--- src/rtl/atm_pkg.sv ---
// rtl/atm_pkg.sv - shared types and constants for the ATM session controller
//
// Purpose: state and op enums, bill denominations, default balance limit and
//          the bill validity helper used by atm_session_ctrl.
// Ports:   none (package)
package atm_pkg;

    typedef enum logic [2:0] {
        IDLE,
        READY,
        EXEC,
        HOLD,
        CLOSE
    } state_e;

    typedef enum logic {
        DEP,
        WD
    } op_e;

    localparam logic [7:0] BILL_1   = 8'd1;
    localparam logic [7:0] BILL_5   = 8'd5;
    localparam logic [7:0] BILL_10  = 8'd10;
    localparam logic [7:0] BILL_20  = 8'd20;
    localparam logic [7:0] BILL_50  = 8'd50;
    localparam logic [7:0] BILL_100 = 8'd100;

    localparam int DEFAULT_MAX_BALANCE = 9999;

    // A bill is usable only when exactly one switch is up and it decodes to
    // a non-zero value.
    function automatic logic bill_valid(input logic [7:0] amt, input logic err);
        return !err && (amt != 8'd0);
    endfunction

endpackage

--- src/rtl/atm_edge_det.sv ---
// rtl/atm_edge_det.sv - single-bit registered rising-edge detector
//
// Purpose: flags a 0->1 transition of d_i against the previous-cycle sample.
// Ports:   clk    - clock
//          rst    - synchronous active-high reset (history cleared to 0)
//          d_i    - level input
//          rise_o - high in the cycle d_i is 1 and was 0 the cycle before
module atm_edge_det (
    input  logic clk,
    input  logic rst,
    input  logic d_i,
    output logic rise_o
);

    logic d_q;

    always_ff @(posedge clk) begin
        if (rst) begin
            d_q <= 1'b0;
        end else begin
            d_q <= d_i;
        end
    end

    assign rise_o = d_i & ~d_q;

endmodule

--- src/rtl/atm_session_ctrl.sv ---
// rtl/atm_session_ctrl.sv - ATM session sequencing controller and balance owner
//
// Purpose: runs one card session at a time, applies deposit/withdraw button
//          presses using the decoded bill value, and rejects invalid bills,
//          over-limit deposits and insufficient-funds withdrawals.
// Build option: ATM_SESSION_TIMEOUT_EN compiles in the idle-session timeout.
// Ports:   clk, rst           - clock, synchronous active-high reset
//          card_in            - card present level
//          dep_btn, wd_btn    - debounced deposit / withdraw buttons
//          bill_amount        - selected bill value, 0 if none
//          bill_err           - more than one bill switch up
//          balance            - current balance
//          busy               - high in EXEC, HOLD, CLOSE
//          dispense           - pulse on successful withdraw
//          dispense_amt       - withdrawn amount while dispense is high
//          err_bill, err_ovf,
//          err_nsf, err_cmd   - one-cycle rejection pulses
//          session_done       - pulse while the session is closing
//          timeout            - pulse with session_done on an idle close
module atm_session_ctrl
    import atm_pkg::*;
#(
    parameter int BAL_W       = 16,
    parameter int MAX_BALANCE = DEFAULT_MAX_BALANCE,
    parameter int TIMEOUT_CYC = 1000
) (
    input  logic             clk,
    input  logic             rst,
    input  logic             card_in,
    input  logic             dep_btn,
    input  logic             wd_btn,
    input  logic [7:0]       bill_amount,
    input  logic             bill_err,
    output logic [BAL_W-1:0] balance,
    output logic             busy,
    output logic             dispense,
    output logic [7:0]       dispense_amt,
    output logic             err_bill,
    output logic             err_ovf,
    output logic             err_nsf,
    output logic             err_cmd,
    output logic             session_done,
    output logic             timeout
);

    logic card_rise;
    logic dep_rise;
    logic wd_rise;

    atm_edge_det u_card_edge (.clk(clk), .rst(rst), .d_i(card_in), .rise_o(card_rise));
    atm_edge_det u_dep_edge  (.clk(clk), .rst(rst), .d_i(dep_btn), .rise_o(dep_rise));
    atm_edge_det u_wd_edge   (.clk(clk), .rst(rst), .d_i(wd_btn),  .rise_o(wd_rise));

    state_e           state_q;
    op_e              op_q;
    logic [7:0]       amt_q;
    logic             berr_q;
    logic [BAL_W-1:0] balance_q;
    logic             busy_q;
    logic             dispense_q;
    logic [7:0]       dispense_amt_q;
    logic             err_bill_q;
    logic             err_ovf_q;
    logic             err_nsf_q;
    logic             err_cmd_q;
    logic             session_done_q;
    logic             tmo_hit;

`ifdef ATM_SESSION_TIMEOUT_EN
    localparam int CNT_W = $clog2(TIMEOUT_CYC);

    logic [CNT_W-1:0] tmo_cnt_q;
    logic             timeout_q;
    logic             tmo_clear;

    // Counting only happens in READY/HOLD. Any button edge restarts the idle
    // window, and leaving HOLD for READY restarts it as a fresh READY entry.
    assign tmo_clear = ((state_q != READY) && (state_q != HOLD)) ||
                       dep_rise || wd_rise ||
                       ((state_q == HOLD) && !dep_btn && !wd_btn);

    always_ff @(posedge clk) begin
        if (rst || tmo_clear) begin
            tmo_cnt_q <= '0;
        end else begin
            tmo_cnt_q <= tmo_cnt_q + 1'b1;
        end
    end

    assign tmo_hit = (tmo_cnt_q == CNT_W'(TIMEOUT_CYC - 1));
    assign timeout = timeout_q;
`else
    logic unused_tmo_cfg;
    assign unused_tmo_cfg = ^TIMEOUT_CYC;
    assign tmo_hit        = 1'b0;
    assign timeout        = 1'b0;
`endif

    // One extra bit so the over-limit test cannot wrap.
    logic [BAL_W:0] dep_sum;
    assign dep_sum = {1'b0, balance_q} + (BAL_W+1)'(amt_q);

    always_ff @(posedge clk) begin
        if (rst) begin
            state_q        <= IDLE;
            op_q           <= DEP;
            amt_q          <= '0;
            berr_q         <= 1'b0;
            balance_q      <= '0;
            busy_q         <= 1'b0;
            dispense_q     <= 1'b0;
            dispense_amt_q <= '0;
            err_bill_q     <= 1'b0;
            err_ovf_q      <= 1'b0;
            err_nsf_q      <= 1'b0;
            err_cmd_q      <= 1'b0;
            session_done_q <= 1'b0;
`ifdef ATM_SESSION_TIMEOUT_EN
            timeout_q      <= 1'b0;
`endif
        end else begin
            dispense_q     <= 1'b0;
            dispense_amt_q <= '0;
            err_bill_q     <= 1'b0;
            err_ovf_q      <= 1'b0;
            err_nsf_q      <= 1'b0;
            err_cmd_q      <= 1'b0;
            session_done_q <= 1'b0;
`ifdef ATM_SESSION_TIMEOUT_EN
            timeout_q      <= 1'b0;
`endif
            case (state_q)
                IDLE: begin
                    if (card_rise) begin
                        state_q <= READY;
                    end
                end
                READY: begin
                    if (!card_in) begin
                        state_q        <= CLOSE;
                        busy_q         <= 1'b1;
                        session_done_q <= 1'b1;
                    end else if (dep_rise && wd_rise) begin
                        err_cmd_q <= 1'b1;
                        state_q   <= HOLD;
                        busy_q    <= 1'b1;
                    end else if (dep_rise || wd_rise) begin
                        op_q    <= dep_rise ? DEP : WD;
                        amt_q   <= bill_amount;
                        berr_q  <= bill_err;
                        state_q <= EXEC;
                        busy_q  <= 1'b1;
                    end else if (tmo_hit) begin
                        state_q        <= CLOSE;
                        busy_q         <= 1'b1;
                        session_done_q <= 1'b1;
`ifdef ATM_SESSION_TIMEOUT_EN
                        timeout_q      <= 1'b1;
`endif
                    end
                end
                EXEC: begin
                    if (!bill_valid(amt_q, berr_q)) begin
                        err_bill_q <= 1'b1;
                    end else if (op_q == DEP) begin
                        if (dep_sum > (BAL_W+1)'(MAX_BALANCE)) begin
                            err_ovf_q <= 1'b1;
                        end else begin
                            balance_q <= dep_sum[BAL_W-1:0];
                        end
                    end else if (BAL_W'(amt_q) > balance_q) begin
                        err_nsf_q <= 1'b1;
                    end else begin
                        balance_q      <= balance_q - BAL_W'(amt_q);
                        dispense_q     <= 1'b1;
                        dispense_amt_q <= amt_q;
                    end
                    // The op always completes; card removal only picks the exit.
                    if (card_in) begin
                        state_q <= HOLD;
                    end else begin
                        state_q        <= CLOSE;
                        session_done_q <= 1'b1;
                    end
                end
                HOLD: begin
                    if (!card_in) begin
                        state_q        <= CLOSE;
                        session_done_q <= 1'b1;
                    end else if (tmo_hit) begin
                        state_q        <= CLOSE;
                        session_done_q <= 1'b1;
`ifdef ATM_SESSION_TIMEOUT_EN
                        timeout_q      <= 1'b1;
`endif
                    end else if (!dep_btn && !wd_btn) begin
                        state_q <= READY;
                        busy_q  <= 1'b0;
                    end
                end
                CLOSE: begin
                    state_q <= IDLE;
                    busy_q  <= 1'b0;
                end
                default: begin
                    state_q <= IDLE;
                    busy_q  <= 1'b0;
                end
            endcase
        end
    end

    assign balance      = balance_q;
    assign busy         = busy_q;
    assign dispense     = dispense_q;
    assign dispense_amt = dispense_amt_q;
    assign err_bill     = err_bill_q;
    assign err_ovf      = err_ovf_q;
    assign err_nsf      = err_nsf_q;
    assign err_cmd      = err_cmd_q;
    assign session_done = session_done_q;

endmodule

--- config.mk ---
export PLATFORM = sky130hd
export DESIGN_NAME = atm_session_ctrl
export DESIGN_NICKNAME = d
export VERILOG_FILES = /design/src/rtl/atm_pkg.sv /design/src/rtl/atm_edge_det.sv /design/src/rtl/atm_session_ctrl.sv
export SDC_FILE = /design/constraint.sdc
export NUM_CORES = 1
export LEC_CHECK = 0
export ABC_AREA = 1
export BUFFER_PORTS_ARGS = -buffer_cell sky130_fd_sc_hd__buf_2
export CELL_PAD_IN_SITES_DETAIL_PLACEMENT = 1
export CELL_PAD_IN_SITES_GLOBAL_PLACEMENT = 1
export CORE_AREA = 2 2 101 103
export DETAILED_ROUTE_END_ITERATION = 8
export DIE_AREA = 0 0 103 105
export GPL_TIMING_DRIVEN = 0
export PLACE_DENSITY = 0.71
export SYNTH_ARGS = -nofsm -noshare
export SYNTH_HDL_FRONTEND = slang
export SYNTH_SLANG_ARGS = --single-unit
--- constraint.sdc ---
create_clock -name clk -period 3.8 [get_ports clk]
set_input_delay 0.57 -clock clk [delete_from_list [all_inputs] [get_ports clk]]
set_output_delay 0.57 -clock clk [all_outputs]
set_load 0.03 [all_outputs]
Yosys cells after proc, flatten, opt, wreduce, memory -nomap -nowiden
Index checks and enable logic that the tools add are counted.
{ "totals": {"ff_bits": 47, "in_bits": 14, "out_inout_bits": 32, "elab_cells": 89} }
{ "op_classes": {"add_sub_neg": 2, "n_lt_le_gt_ge": 2, "eq_ne": 10, "muxes": 24, "bitwise": 14, "reduce_logical": 21} }
{ "ops": {"columns": ["operator", "n"], "rows": [
  ["$mux 16", 3],
  ["$mux 3", 7],
  ["$add 16x8->17", 1],
  ["$gt 17x14->1 const B", 1],
  ["$gt 8x16->1", 1],
  ["$sub 16x8->16", 1],
  ["$mux 1", 12],
  ["$pmux 3 s4", 1],
  ["$reduce_and 4->1", 3],
  ["$not 1->1", 11],
  ["$ne 2x2->1 const B", 5],
  ["$reduce_bool 8->1", 1],
  ["$reduce_or 4->1", 2],
  ["$eq 3x2->1 const B", 2],
  ["$reduce_or 2->1", 3],
  ["$reduce_or 3->1", 2],
  ["$reduce_or 5->1", 1],
  ["$ne 4x4->1 const B", 1],
  ["$and 1x1->1", 3],
  ["$eq 3x1->1 const B", 1],
  ["$logic_and 1x1->1", 3],
  ["$logic_not 1->1", 3],
  ["$logic_not 3->1", 1],
  ["$ne 3x3->1 const B", 1],
  ["3 further kinds", 3]
]} }

Depth between registers and ports, before layout
Gate-level depths: netlist (run 1).
{ "logic_depth": {"ltp_word": 7, "depth_mapped": 23, "ltp_nobuf": 21} }

Cells and area by module
A second synthesis (run 1) with hierarchy kept.
{ "hier_totals": {"hier_cells": 518, "hier_area_um2": 3333.2} }
{ "modules_own_cells": {"columns": ["mod", "instances", "cells_per_inst", "area_per_inst_um2"], "rows": [
  ["atm_session_ctrl", 1, 506, 3239.4],
  ["atm_edge_det", 3, 4, 31.3]
]} }

Least setup slack after synthesis (run 1)
No wires, ideal clock.
{ "synth_timing": {"kind": "register -> register", "from": "register balance_q[0], in the netlist balance[0]", "to": "register balance_q[12], in the netlist balance[12]", "t_arrival_ps": 2537, "setup_slack_ps": 1198, "stages_incl_launch_ff": 19, "n_path_buf": 2, "period_less_slack_ps": 2602, "path_cell_list": "dfxtp_1 -> inv_1 -> ha_1 -> fa_1 -> inv_1 -> nand3_1 -> nand2_1 -> inv_2 -> nor2_1 -> nor2_1 -> nor2_2 -> o21ai_4 -> nand4_2 -> nor2_1 -> nor2_1 -> buf_4 -> buf_6 -> a21oi_1 -> nor2_1"} }
{ "synth_between": {"elab_chain_cells": 4} }
{ "synth_rtl": {"columns": ["element", "line_no", "text"], "rows": [
  ["from (decl)", "atm_session_ctrl.sv:58", "logic [BAL_W-1:0] balance_q;"],
  ["from (signal assigned)", "atm_session_ctrl.sv:169", "balance_q <= dep_sum[BAL_W-1:0];"],
  ["from (signal assigned)", "atm_session_ctrl.sv:174", "balance_q <= balance_q - BAL_W'(amt_q);"],
  ["$add 16x8->17", "atm_session_ctrl.sv:101", "assign dep_sum = {1'b0, balance_q} + (BAL_W+1)'(amt_q);"],
  ["$gt 17x14->1", "atm_session_ctrl.sv:166", "if (dep_sum > (BAL_W+1)'(MAX_BALANCE)) begin"],
  ["$ne 2x2->1 (no line)", null, null],
  ["$reduce_and 4->1 (no line)", null, null]
]} }
Parallel ways exist; a longest one is shown, timed or not. The select of a mux whose other input is x is not followed.
A chain may end at the register's enable or synchronous reset.

Final worst setup path (run 1)
{ "layout_timing": {"from": "register balance_q[0], in the netlist balance[0]", "to": "register balance_q[6], in the netlist balance[6]"} }
The elaborated chain is that of the path after synthesis.

==> results.json, run 1 <==
{
  "outcome": "complete, no violations",
  "cts_hold_buffers": 0,
  "overflow": 0,
  "synthFlopType": "dfxtp_1",
  "cts_resized": 0,
  "yosys_warnings": 0,
  "hpwl_um": 8560,
  "hold_ws_ns": 0.462,
  "synth.yosys.seq_area_share_pct": 28.5,
  "drv_slew": 0,
  "cp-startpoint": "balance[0]",
  "slew_headroom_pct": 64.9,
  "postLayoutCoreUtil_pct": 39.3,
  "cts_buffers": 5,
  "rr_worst_depth": 18,
  "synthesis.area_um2": 3300,
  "layout_commonest_cell": "nand2_1",
  "reg2reg_from": "balance[0]",
  "setup_viol": 0,
  "fin_nets": 612,
  "cp.required_ns": 4.04,
  "coreArea_um2": 9640,
  "synth.avg_cell_area_um2": 6.23,
  "layout.cells.non_filler": 714,
  "grtUsageTotal_pct": 20.0,
  "vias_per_cell": 4.88,
  "clkTransAtPathRegs_ns": 0.08,
  "grt_pass1_vias": 3454,
  "placed_cells_incl_taps": 706,
  "setup_slack_ns": 1.03,
  "synth-edff-count": 0,
  "clock.fmax_mhz": 362,
  "worst_setup_path_start_kind": "flop",
  "postCtsSetupRepairBufs": 0,
  "dr_total_vias": 3485,
  "synth.net_count": 561,
  "drcViolationCount": 0,
  "timing.final.crit_period_ns": 2.77,
  "start_util_pct": 34.2,
  "clkLatencyLatePin_ns": 0.31,
  "hp-start": "berr_q",
  "crit_fanout": 10,
  "finalCritPeriodShare_pct": 72.8,
  "fin_total_pwr_mw": 1.19,
  "portBuffers": 44,
  "grt_max_degree": 15,
  "tritoncts": "yes",
  "rsz0062_at_grt": "false",
  "tightest_slew_ns": 0.526,
  "leakagePower_nw": 1.89,
  "end_kind": "flop",
  "cts_root_buf": "clkbuf_8",
  "drive_gt1_share_pct": 15.3,
  "maxCapViolations": 0,
  "synthCells": 529,
  "async_reset_ff_share_pct": 0,
  "dieArea_um2": 10800,
  "hold_class": "flop to flop",
  "cp_data_arrival_time_ns": 3.01,
  "pre_cts_slack_ns": 1.06,
  "drt-total-wl_um": 10300,
  "finalHoldViolCount": 0,
  "wl_per_cell_um": 14.5,
  "antenna_found_initial": 0,
  "hold_end": "berr_q",
  "tns_ns": 0,
  "antenna_cells": 0,
  "die_width_um": 103,
  "fin_area_um2": 3790,
  "reg2reg_setup_slack_ns": 1.03,
  "postPlaceCellArea_um2": 3680,
  "mostFrequentLayoutCells": "nand2_1, nor2_1, inv_1, nand3_1, buf_2",
  "powerDensity_nw_per_um2": 313,
  "antenna_left": 0,
  "die_h_um": 105,
  "globalplace.congestion": 0.849,
  "fin_skew_ns": 0.00612,
  "ir_drop_mv": 0.237,
  "fp-row-count": 36,
  "grt_pass1_wl_um": 17000,
  "ios": 46,
  "crit_type": "flop to flop",
  "r2r_end": "balance[6]",
  "synth-seq-cells": 47,
  "drt_iter0_drc": 131,
  "worstHoldPathCells": 2,
  "cts.sinks": 47,
  "clock_path_buffers": 2,
  "htreeDepth": 2,
  "area_growth_pct": 14.9,
  "dr.pass1.iters": 4,
  "synth_cell_type_count": 38
}
[kinds of logic after synthesis]
group,share of synthesized area (%)
compound gates,13.1
xor+xnor,1.33
fa+ha+maj,7.28
buf+inv,11.9
flops,28.5
other cells,0.114
simple gates,37.8
[area by class of cell]
cell class / instances / area [µm²]
Fill cell: 1339 / 5850
Multi-Input combinational cell: 391 / 1970
Sequential cell: 47 / 941
Inverter: 74 / 278
Timing Repair Buffer: 44 / 220
Tap cell: 133 / 166
Buffer: 17 / 114
Clock buffer: 7 / 96.3
Clock inverter: 1 / 7.51
[sequential cells by signal, summed over array words and instances (netlist names), 3 cells and up]
register and flops:
state_q 3, balance 16, dispense_amt 8, amt_q 8
[report_power, final]
| part | internal, mW | switching [mW] |
|---|---|---|
| combinational | 0.106 | 0.215 |
| clock | 0.166 | 0.175 |
| sequential | 0.510 | 0.0147 |
| total | 0.782 | 0.405 |
[worst max path at each step]
| stage | cells after the start | endpoint | slack [ns] |
|---|---|---|---|
| floorplan | 18 | balance[12] | 1.20 |
| global placement | 18 | balance[12] | 1.14 |
| detailed placement | 20 | balance[1] | 1.06 |
| CTS | 20 | balance[1] | 1.04 |
| global route | 20 | balance[1] | 0.72 |
| finish | 18 | balance[6] | 1.03 |
[layer usage]
layer  GRT usage (%)  vias to the layer above  share of wire [%]
li1                -                     1781                  -
met1            27.6                     1656                 49
met2            33.0                       37                 47
met3            2.41                       11                1.7
met4            4.70                        0                1.3
met5               0                        -                  0
[Yosys cell counts (6+ instances only)]
cell type,number,area share [%]
nand3_1,49,7.4
a21oi_1,39,5.9
nand2_1,128,15
inv_2,7,0.80
nor2_1,78,8.9
nand2_2,7,1.3
nor3_1,7,1.1
o21ai_0,23,3.5
inv_1,66,7.5
ha_1,16,6.1
nand4_1,9,1.7
dfxtp_1,47,29
nor2_2,6,1.1
[critical path, stage by stage (launching register included)]
cell and delay, ns:
dfxtp_1 0.38, inv_1 0.06, ha_1 0.22, fa_1 0.39
inv_1 0.09, nand3_1 0.06, nand2_1 0.12, inv_2 0.05
nor2_1 0.12, nor2_1 0.07, nor2_2 0.15, o21ai_4 0.12
nand4_2 0.13, nor2_1 0.05, nor2_1 0.12, buf_4 0.21
buf_6 0.17, a21oi_1 0.07, nor2_1 0.12
Power figures use the tool's default switching activity.
==> run 2: changes to the inputs <==
- clock period: 3.8 -> 2.8 ns (I/O delays scaled with it)
==> run 2 against run 1 <==
Effect of this change: clock skew decreased by 0.0011 ns; first-iteration DRC count decreased by 19%; sequential power increased by 36%; highest routed layer unchanged; count of clock-buffer cells in the layout unchanged; cell count increased by 1.3%; register-to-register slack got worse by 0.85 ns; cell area increased by 6.1%; non-clock buffer count increased by 9; critical path depth decreased by 1; fmax increased by 5.8%; die area unchanged.
==> results.json, run 2 (synthesized netlist as in run 1, its figures left out) <==
{
  "timing.final.crit_period_ns": 2.62,
  "slew_headroom_pct": 64.5,
  "cts_root_buf": "clkbuf_8",
  "tns_ns": 0,
  "start_util_pct": 34.2,
  "outcome": "complete, no violations",
  "clock_path_buffers": 2,
  "vias_per_cell": 4.92,
  "finalHoldViolCount": 0,
  "rr_worst_depth": 17,
  "die_width_um": 103,
  "globalplace.congestion": 0.849,
  "drcViolationCount": 0,
  "gr-usage-met1_pct": 27.6,
  "portBuffers": 44,
  "fin_nets": 621,
  "drive_gt1_share_pct": 21.9,
  "dieArea_um2": 10800,
  "cts.sinks": 47,
  "ios": 46,
  "die_h_um": 105,
  "antenna_found_initial": 0,
  "cp_data_arrival_time_ns": 2.86,
  "grt-busiest-layer": "met2",
  "cpMaxStageDelayCell": "fa_2",
  "area_growth_pct": 21.9,
  "placed_cells_incl_taps": 706,
  "cts_hold_buffers": 0,
  "crit_type": "flop to flop",
  "p_comb_share_pct": 30.4,
  "hpwl_um": 8560,
  "worst_path_largest_cell_delay_ns": 0.38,
  "dr_total_vias": 3559,
  "fin_total_pwr_mw": 1.68,
  "fp-row-count": 36,
  "switchingPower_mw": 0.573,
  "largest_register_ffs": 16,
  "tritoncts": "yes",
  "clkLatencyLatePin_ns": 0.31,
  "maxCapViolations": 0,
  "postLayoutCoreUtil_pct": 41.7,
  "intPower_mw": 1.11,
  "htreeDepth": 2,
  "antenna_cells": 0,
  "clkTransAtPathRegs_ns": 0.09,
  "drt-total-wl_um": 10700,
  "grt_max_degree": 15,
  "grt_pass1_wl_um": 17000,
  "drv_slew": 0,
  "grtUsageTotal_pct": 20.0,
  "grt_pass1_vias": 3454,
  "antenna_left": 0,
  "path_buf_inv": 2,
  "finalCritPeriodShare_pct": 93.4,
  "overflow": 0,
  "drt_iter0_drc": 106,
  "worst_setup_path_start_kind": "flop",
  "wl_per_cell_um": 14.8,
  "crit_cells": 17,
  "pwr-share-clk_pct": 27.3,
  "power_frac_seq_pct": 42.4,
  "dr.pass1.iters": 4,
  "use_met3_pct": 2.41,
  "crit_fanout": 10,
  "cp_cell_sequence": "ha_2 > fa_2 > buf_4 > xnor2_1 > nand3_1 > nor2_1 > nand2_1 > nor2_2 > nand3_1 > nor2_2 > nor2_2 > nand2_4 > buf_8 > nand2_4 > nand2_1 > nand2_1 > nor2_1",
  "mostFrequentLayoutCells": "nand2_1, nor2_1, inv_1, buf_2, nand3_1",
  "use_met2_pct": 33.0,
  "worstHoldPathCells": 2,
  "tightest_slew_ns": 0.533,
  "ir_drop_mv": 0.322,
  "powerDensity_nw_per_um2": 419,
  "cts_buffers": 5,
  "hold_class": "primary input to flop",
  "end_kind": "flop",
  "coreArea_um2": 9640,
  "layout.cells.non_filler": 723,
  "fin_skew_ns": 0.00503,
  "p_sw_share_pct": 34.0,
  "layout_commonest_cell": "nand2_1",
  "leakagePower_nw": 1.95,
  "clock.fmax_mhz": 382,
  "path_delay_family": "simple AND/OR/NAND/NOR gates",
  "setup_viol": 0,
  "cp.required_ns": 3.04
}
==> run 2: cell types whose count changed in the layout (fill, tap and decap cells not counted), moves of 4 or more <==
cell	previous run	this run
ha_1	16	10
nand2_1	128	119
dfxtp_1	47	42
buf_4	5	12
nand2_2	7	15
nor2_1	78	73
dfxtp_2	0	4
==> run 2: metal layers <==
metal | wire length, µm | vias to the layer above
li1 | - | 1808
met1 | 5200 | 1693
met2 | 5130 | 46
met4 | 167 | 0
met5 | 0 | -
met3 | 215 | 12
==> run 2: through the flow <==
| stage | worst slack (ns) | hold WS [ns] | cell area (µm²) |
|---|---|---|---|
| floorplan | 0.198 | 0.423 | 3300 |
| global placement | 0.139 | 0.435 | 3680 |
| detailed placement | 0.0623 | 0.445 | 3680 |
| CTS | 0.0356 | 0.309 | 3790 |
| global route | -0.00736 | 0.324 | 4020 |
| finish | 0.185 | 0.319 | 4020 |
==> run 2: power groups by stage <==
| stage | registers, mW | clock network, mW | logic (mW) |
|---|---|---|---|
| finish | 0.714 | 0.459 | 0.511 |
| global route | 0.718 | 0.497 | 0.568 |
| CTS | 0.713 | 0.478 | 0.436 |
| detailed placement | 0.728 | 0 | 0.434 |
| global placement | 0.728 | 0 | 0.420 |
| floorplan | 0.741 | 0 | 0.306 |
==> run 2: worst paths after layout <==
kind | from | end | slack (ns)
worst max register to register | balance[0] | balance[1] | 0.18
worst min register to register | berr_q | berr_q | 0.46
worst min-delay path | card_in | state_q[2] | 0.32
worst max-delay path | balance[0] | balance[1] | 0.18
==> run 2: final cells by class <==
class                           count  area, µm²
Timing Repair Buffer               53        285
Sequential cell                    47        950
Tap cell                          133        166
Multi-Input combinational cell    391       2100
Buffer                             17        134
Fill cell                        1325       5620
Clock inverter                      1       7.51
Clock buffer                        7       96.3
Inverter                           74        278
==> run 2: timing repair <==
action,4_1_cts,5_1_grt
endpoints found under the setup margin,0,21
resized for setup,0,49
buffers inserted,0,8
